File: config.mk
export PLATFORM = sky130hd
export DESIGN_NAME = gb66_to_byte
export DESIGN_NICKNAME = d
export VERILOG_FILES = /design/src/rtl/gb66_to_byte.sv
export SDC_FILE = /design/constraint.sdc
export NUM_CORES = 1
export LEC_CHECK = 0
export ABC_AREA = 1
export CAP_MARGIN = 10
export CORE_UTILIZATION = 49
export CTS_CLUSTER_DIAMETER = 30
export DETAILED_ROUTE_END_ITERATION = 7
export GPL_TIMING_DRIVEN = 1
export PLACE_DENSITY = 0.79
export REMOVE_ABC_BUFFERS = 1
export SETUP_SLACK_MARGIN = 0.1
export SLEW_MARGIN = 20
export SYNTH_ARGS = -nofsm -noshare
export SYNTH_HDL_FRONTEND = slang
export SYNTH_SLANG_ARGS = --single-unit
export TNS_END_PERCENT = 50
File: constraint.sdc
create_clock -name clk -period 3.15 [get_ports clk]
set_clock_uncertainty 0.05 [all_clocks]
set_input_delay 0.315 -clock clk [delete_from_list [all_inputs] [get_ports clk]]
set_output_delay 0.315 -clock clk [all_outputs]
set_load 0.005 [all_outputs]
File: src/rtl/gb66_to_byte.sv
// gb66_to_byte: serialises one 66-bit block (2-bit sync header + 64-bit
// payload) into eight byte slots for a downstream 8b/10b encoder. Each
// slot lasts BYTE_CYCLES clocks. Data blocks send their payload bytes as
// D-symbols. Control blocks replace byte 0 with K28.5. Blocks with an
// invalid header are sent as eight K30.7 symbols and counted in err_cnt.
module gb66_to_byte #(
  parameter int BYTE_CYCLES = 3
) (
  input  logic        clk,
  input  logic        rst,
  input  logic        blk_valid,
  input  logic [65:0] blk_in,
  output logic        blk_ready,
  output logic        en,
  output logic [7:0]  data_out,
  output logic        kin,
  output logic        hdr_err,
  output logic [15:0] err_cnt,
  output logic        busy
);

  typedef enum logic {
    IDLE,
    SEND
  } state_e;

  typedef enum logic [1:0] {
    HDR_DATA,
    HDR_CTRL,
    HDR_BAD
  } hdr_e;

  localparam logic [3:0] SLOT_LAST = 4'(BYTE_CYCLES - 1);
  localparam logic [2:0] BYTE_LAST = 3'd7;
  localparam logic [7:0] K28_5     = 8'hBC;
  localparam logic [7:0] K30_7     = 8'hFE;

  state_e      state_q, state_d;
  hdr_e        hdr_q, hdr_d;
  logic [2:0]  byte_idx_q, byte_idx_d;
  logic [3:0]  slot_cnt_q, slot_cnt_d;
  logic [63:0] payload_q, payload_d;
  logic        hdr_err_q, hdr_err_d;
  logic [15:0] err_cnt_q, err_cnt_d;

  logic        slot_last;
  logic        block_last;
  logic        accept;
  hdr_e        hdr_in;

  // Map the incoming sync header onto its block class.
  always_comb begin
    unique case (blk_in[1:0])
      2'b01:   hdr_in = HDR_DATA;
      2'b10:   hdr_in = HDR_CTRL;
      default: hdr_in = HDR_BAD;
    endcase
  end

  // Handshake: a new block is taken when idle or on the very last cycle of
  // byte 7, so back-to-back blocks run with no idle slot between them.
  // Reset forces ready low so a block offered during reset is never taken.
  always_comb begin
    slot_last  = (slot_cnt_q == SLOT_LAST);
    block_last = (state_q == SEND) && (byte_idx_q == BYTE_LAST) && slot_last;
    blk_ready  = !rst && ((state_q == IDLE) || block_last);
    accept     = blk_valid && blk_ready;
  end

  // Next-state logic: load a block on acceptance, otherwise step through
  // the slot and byte counters while sending.
  always_comb begin
    // NOTE: every variable gets a default first so no path leaves it
    // unassigned; a missing default here would infer a latch.
    state_d    = state_q;
    hdr_d      = hdr_q;
    byte_idx_d = byte_idx_q;
    slot_cnt_d = slot_cnt_q;
    payload_d  = payload_q;
    hdr_err_d  = 1'b0;
    err_cnt_d  = err_cnt_q;

    if (accept) begin
      state_d    = SEND;
      hdr_d      = hdr_in;
      byte_idx_d = 3'd0;
      slot_cnt_d = 4'd0;
      payload_d  = blk_in[65:2];
      if (hdr_in == HDR_BAD) begin
        hdr_err_d = 1'b1;
        if (err_cnt_q != 16'hFFFF) begin
          err_cnt_d = err_cnt_q + 16'd1;
        end
      end
    end else if (state_q == SEND) begin
      if (slot_last) begin
        slot_cnt_d = 4'd0;
        if (byte_idx_q == BYTE_LAST) begin
          state_d    = IDLE;
          byte_idx_d = 3'd0;
        end else begin
          byte_idx_d = byte_idx_q + 3'd1;
        end
      end else begin
        slot_cnt_d = slot_cnt_q + 4'd1;
      end
    end
  end

  // Control and status registers; a synchronous reset aborts any block.
  always_ff @(posedge clk) begin
    // NOTE: sequential state uses non-blocking assignments so every flop
    // samples the pre-edge values regardless of statement order.
    if (rst) begin
      state_q    <= IDLE;
      hdr_q      <= HDR_DATA;
      byte_idx_q <= 3'd0;
      slot_cnt_q <= 4'd0;
      hdr_err_q  <= 1'b0;
      err_cnt_q  <= 16'd0;
    end else begin
      state_q    <= state_d;
      hdr_q      <= hdr_d;
      byte_idx_q <= byte_idx_d;
      slot_cnt_q <= slot_cnt_d;
      hdr_err_q  <= hdr_err_d;
      err_cnt_q  <= err_cnt_d;
    end
  end

  // Payload holding register, written only on acceptance.
  always_ff @(posedge clk) begin
    // NOTE: the payload is a pure datapath register with no reset; its
    // contents are only observed while in SEND, after a load.
    payload_q <= payload_d;
  end

  // Output mux: choose the byte for the current slot and its symbol type.
  // Outputs depend only on registered state, so they stay stable for the
  // whole slot.
  always_comb begin
    data_out = 8'h00;
    kin      = 1'b0;
    if (state_q == SEND) begin
      unique case (hdr_q)
        HDR_BAD: begin
          data_out = K30_7;
          kin      = 1'b1;
        end
        HDR_CTRL: begin
          if (byte_idx_q == 3'd0) begin
            data_out = K28_5;
            kin      = 1'b1;
          end else begin
            data_out = payload_q[{byte_idx_q, 3'b000} +: 8];
          end
        end
        default: begin
          data_out = payload_q[{byte_idx_q, 3'b000} +: 8];
        end
      endcase
    end
  end

  assign en      = (state_q == SEND);
  assign busy    = en;
  assign hdr_err = hdr_err_q;
  assign err_cnt = err_cnt_q;

endmodule

==> flow_summary_export.csv <==
group,metric,value,unit
status,status,"completed",
sta,setup_viol,0,
logic_synthesis,syn_area,4046,um2
sta,tns,0,ps
sta,tightest_slew,474.7,ps
route,wl_per_cell,16.05,um
sta,holdWs,447.0,ps
grt,track_usage,23.89,%
pwr,power_leakage,0.001832,uW
critical_path,crit_path_top_delay_cell,"clkdlybuf4s50_1",
critical_path,crit_buf_inv,3,
min_path,min_path_type,"flip-flop to flip-flop",
placement,portBuffers,97,
clock_network,htree_levels,3,
clock_network,root_buffer,"clkbuf_8",
route,drt_iter0_drc,186,
sta,period_minus_slack,2793,ps
placement,dp_hpwl,7003,um
grt,antenna_found_initial,0,
die,core.rowCount,32,
clock_network,cts_tree,"built",
clock_network,clockBufferDepth,2,
critical_path,path_cells,"inv_1 -> buf_4 -> nor2_1 -> o211ai_1 -> nand3_1 -> a21oi_1 -> clkdlybuf4s50_1",
logic_synthesis,yosys_register_bits,91,
finish,drive_above_1_share,6.770,%
flow_run,drv_cap,0,
sta,timing.final.max_slew_violations,0,
grt,grt_pass1_wl,15550,um
critical_path,rr_endpoint,"payload_q[36]",
min_path,min-delay-start,"slot_cnt_q[1]",
clock_network,clock-sinks,91,
critical_path,timing.rr.start,"byte_idx_q[0]",
min_path,hold_depth,2,
finish,n_antenna_cell,0,
critical_path,crit_family,"buffers and inverters",
critical_path,critPathMaxFanout,24,
finish,final_util,67.79,%
route,drc_errors,0,
critical_path,worst_setup_path_start_kind,"flip-flop",
critical_path,regToRegSetupSlack,970,ps
route,viasPerCell,5.414,
placement,pre_cts_ws,663.1,ps
critical_path,worstSetupPathType,"flip-flop to primary output",
clock_network,cts_setup_buffers,0,
sta,fin_crit_sh,88.67,%
finish,nets,588,
clock_network,clk_pin_slew_worst_paths,80,ps
sta,relSlewSlack,68.32,%
sta,rsz0062_at_grt,"no",
die,die_w,92.88,um
die,io-pin-count,98,
route,wl,9938,um
min_path,hold-path-endpoint,"slot_cnt_q[1]",
critical_path,ff2ff_path_depth,7,
clock_network,insertion_delay,360,ps
sta,fmax,358.0,MHz
critical_path,worst_setup_path_end_kind,"primary output",
route,dr_total_vias,3351,
sta,final.setup.worst_slack,356.9,ps
critical_path,slowest_delay,540,ps
die,start_util,51.56,%
clock_network,hold_buffers,0,
logic_synthesis,synthCells,412,
die,core,7848,um2
logic_synthesis,synth_cell_type_count,34,
die,die_height,92.88,um
grt,grt_pass1_vias,3240,
route,ant_nets,0,
pwr,ir_drop,0.0002218,V
placement,gp_congestion,0.8026,
clock_network,numCtsBuffers,9,
logic_synthesis,avgSynthCellArea,9.821,um2
grt,grt_max_degree,27,
logic_synthesis,yosys_warnings,0,
route,dr.pass1.iters,5,
clock_network,ctsResizeCount,0,
pwr,power.total,2245,uW
die,dieArea,8626,um2
grt,overflow,0,
sta,finalHoldViolations,0,
logic_synthesis,ys_seq_area_share,60.85,%
critical_path,cp.arrival,2430,ps
finish,synthToLayoutAreaGrowth,31.48,%
critical_path,cp.required,2780,ps
pwr,p_per_area,421.9,nW/um2
-- layout by cell type (no fill, tap or decap), drive strengths merged, types with 3 or more instances in the layout --
master / netlist / layout
clkdlybuf4s50: 0 / 97
nand2: 71 / 71
nor2: 69 / 69
edfxtp: 64 / 64
o21ai: 39 / 39
nand3: 33 / 33
inv: 30 / 31
dfxtp: 27 / 27
a21oi: 20 / 20
o221ai: 11 / 11
clkbuf: 9 / 11
ha: 7 / 7
buf: 6 / 7
nand4: 6 / 6
xor2: 5 / 5
clkinv: 2 / 4
o22ai: 3 / 3
-- state kept, by name, summed over array words and instances (netlist names) --
register / cells
busy: 1
err_cnt: 16
hdr_q: 2
slot_cnt_q: 4
payload_q: 64
byte_idx_q: 3
hdr_err: 1
-- Yosys cell counts --
| library cell | n | area [um2] |
|---|---|---|
| xnor2_1 | 1 | 8.760 |
| clkinv_2 | 1 | 5.000 |
| buf_2 | 1 | 5.000 |
| a31oi_1 | 1 | 6.260 |
| o221ai_1 | 11 | 96.34 |
| nand3_1 | 30 | 150.1 |
| inv_2 | 1 | 3.750 |
| o22ai_1 | 3 | 18.77 |
| nand2_1 | 69 | 259.0 |
| nor3b_1 | 2 | 15.01 |
| nand3_2 | 2 | 20.02 |
| ha_1 | 7 | 87.58 |
| a21oi_1 | 19 | 95.09 |
| nand2_2 | 2 | 12.51 |
| o211ai_1 | 2 | 15.01 |
| edfxtp_1 | 64 | 1922 |
| clkinv_1 | 1 | 3.750 |
| clkbuf_1 | 9 | 33.78 |
| nor2_1 | 66 | 247.7 |
| nor3_1 | 2 | 10.01 |
| buf_4 | 2 | 15.01 |
| buf_1 | 2 | 7.510 |
| nor2_4 | 2 | 22.52 |
| nor2_2 | 1 | 6.260 |
| nand3_4 | 1 | 17.52 |
| a31o_2 | 1 | 8.760 |
| o21ai_0 | 39 | 195.2 |
| a21oi_2 | 1 | 8.760 |
| dfxtp_1 | 27 | 540.5 |
| a211oi_1 | 1 | 7.510 |
| nand4_1 | 6 | 37.54 |
| xor2_1 | 5 | 43.79 |
| inv_1 | 29 | 108.9 |
| buf_6 | 1 | 11.26 |
-- how the worst max path moves through the flow --
stage / start / endpoint / slack [ps] / depth (start not counted)
floorplan: byte_idx_q[0] / payload_q[0] / -90 / 6
global placement: byte_idx_q[0] / data_out[6] / 740 / 7
detailed placement: byte_idx_q[0] / data_out[6] / 660 / 6
CTS: byte_idx_q[0] / data_out[6] / 260 / 6
global route: byte_idx_q[1] / data_out[5] / 210 / 6
finish: byte_idx_q[0] / data_out[6] / 360 / 7
-- final cells by class --
cell class,count,area (um2)
fill,628,2527
sequential,91,2464
multi-input combinational,274,1390
timing repair buffer,104,1049
clock buffer,11,131.4
tap,102,127.6
inverter,32,121.4
clock inverter,5,37.54
-- routing by layer --
layer | wire length, um | global-route usage [%]
met5 | 0 | 0
met4 | 221 | 11.54
met3 | 575 | 4.187
met2 | 4833 | 38.91
met1 | 4307 | 30.81
-- report_power, final --
group | switching, uW | leakage [uW] | internal (uW) | total, uW
Clock | 404 | 0.0000799 | 290 | 695
Combinational | 86.3 | 0.000937 | 119 | 205
Sequential | 16.8 | 0.000815 | 1330 | 1350
Total | 507 | 0.00183 | 1740 | 2240
-- kinds of logic after synthesis --
| kind of cell | after synthesis | synth area share [%] |
|---|---|---|
| adder cells (fa/ha/maj) | 7 | 2.164 |
| buffers and inverters | 47 | 4.792 |
| flip-flops | 91 | 60.85 |
| XOR/XNOR | 6 | 1.299 |
| AND/OR/NAND/NOR | 183 | 19.73 |
| AO/OA/AOI/OAI | 78 | 11.16 |
-- per-stage QoR --
step / cells / cell area, um2
after floorplan: 397 / 3974
after global placement: 603 / 5150
after detailed placement: 603 / 5150
after CTS: 619 / 5319
after global routing: 619 / 5320
final: 619 / 5320
-- worst register-to-register path, delay by kind of cell (launching register included) --
kind,cells,cell delay (ps)
fa+ha+maj,2,380
buf+inv,2,630
flops,1,430
simple gates,3,390
Power figures use the tool's default switching activity.
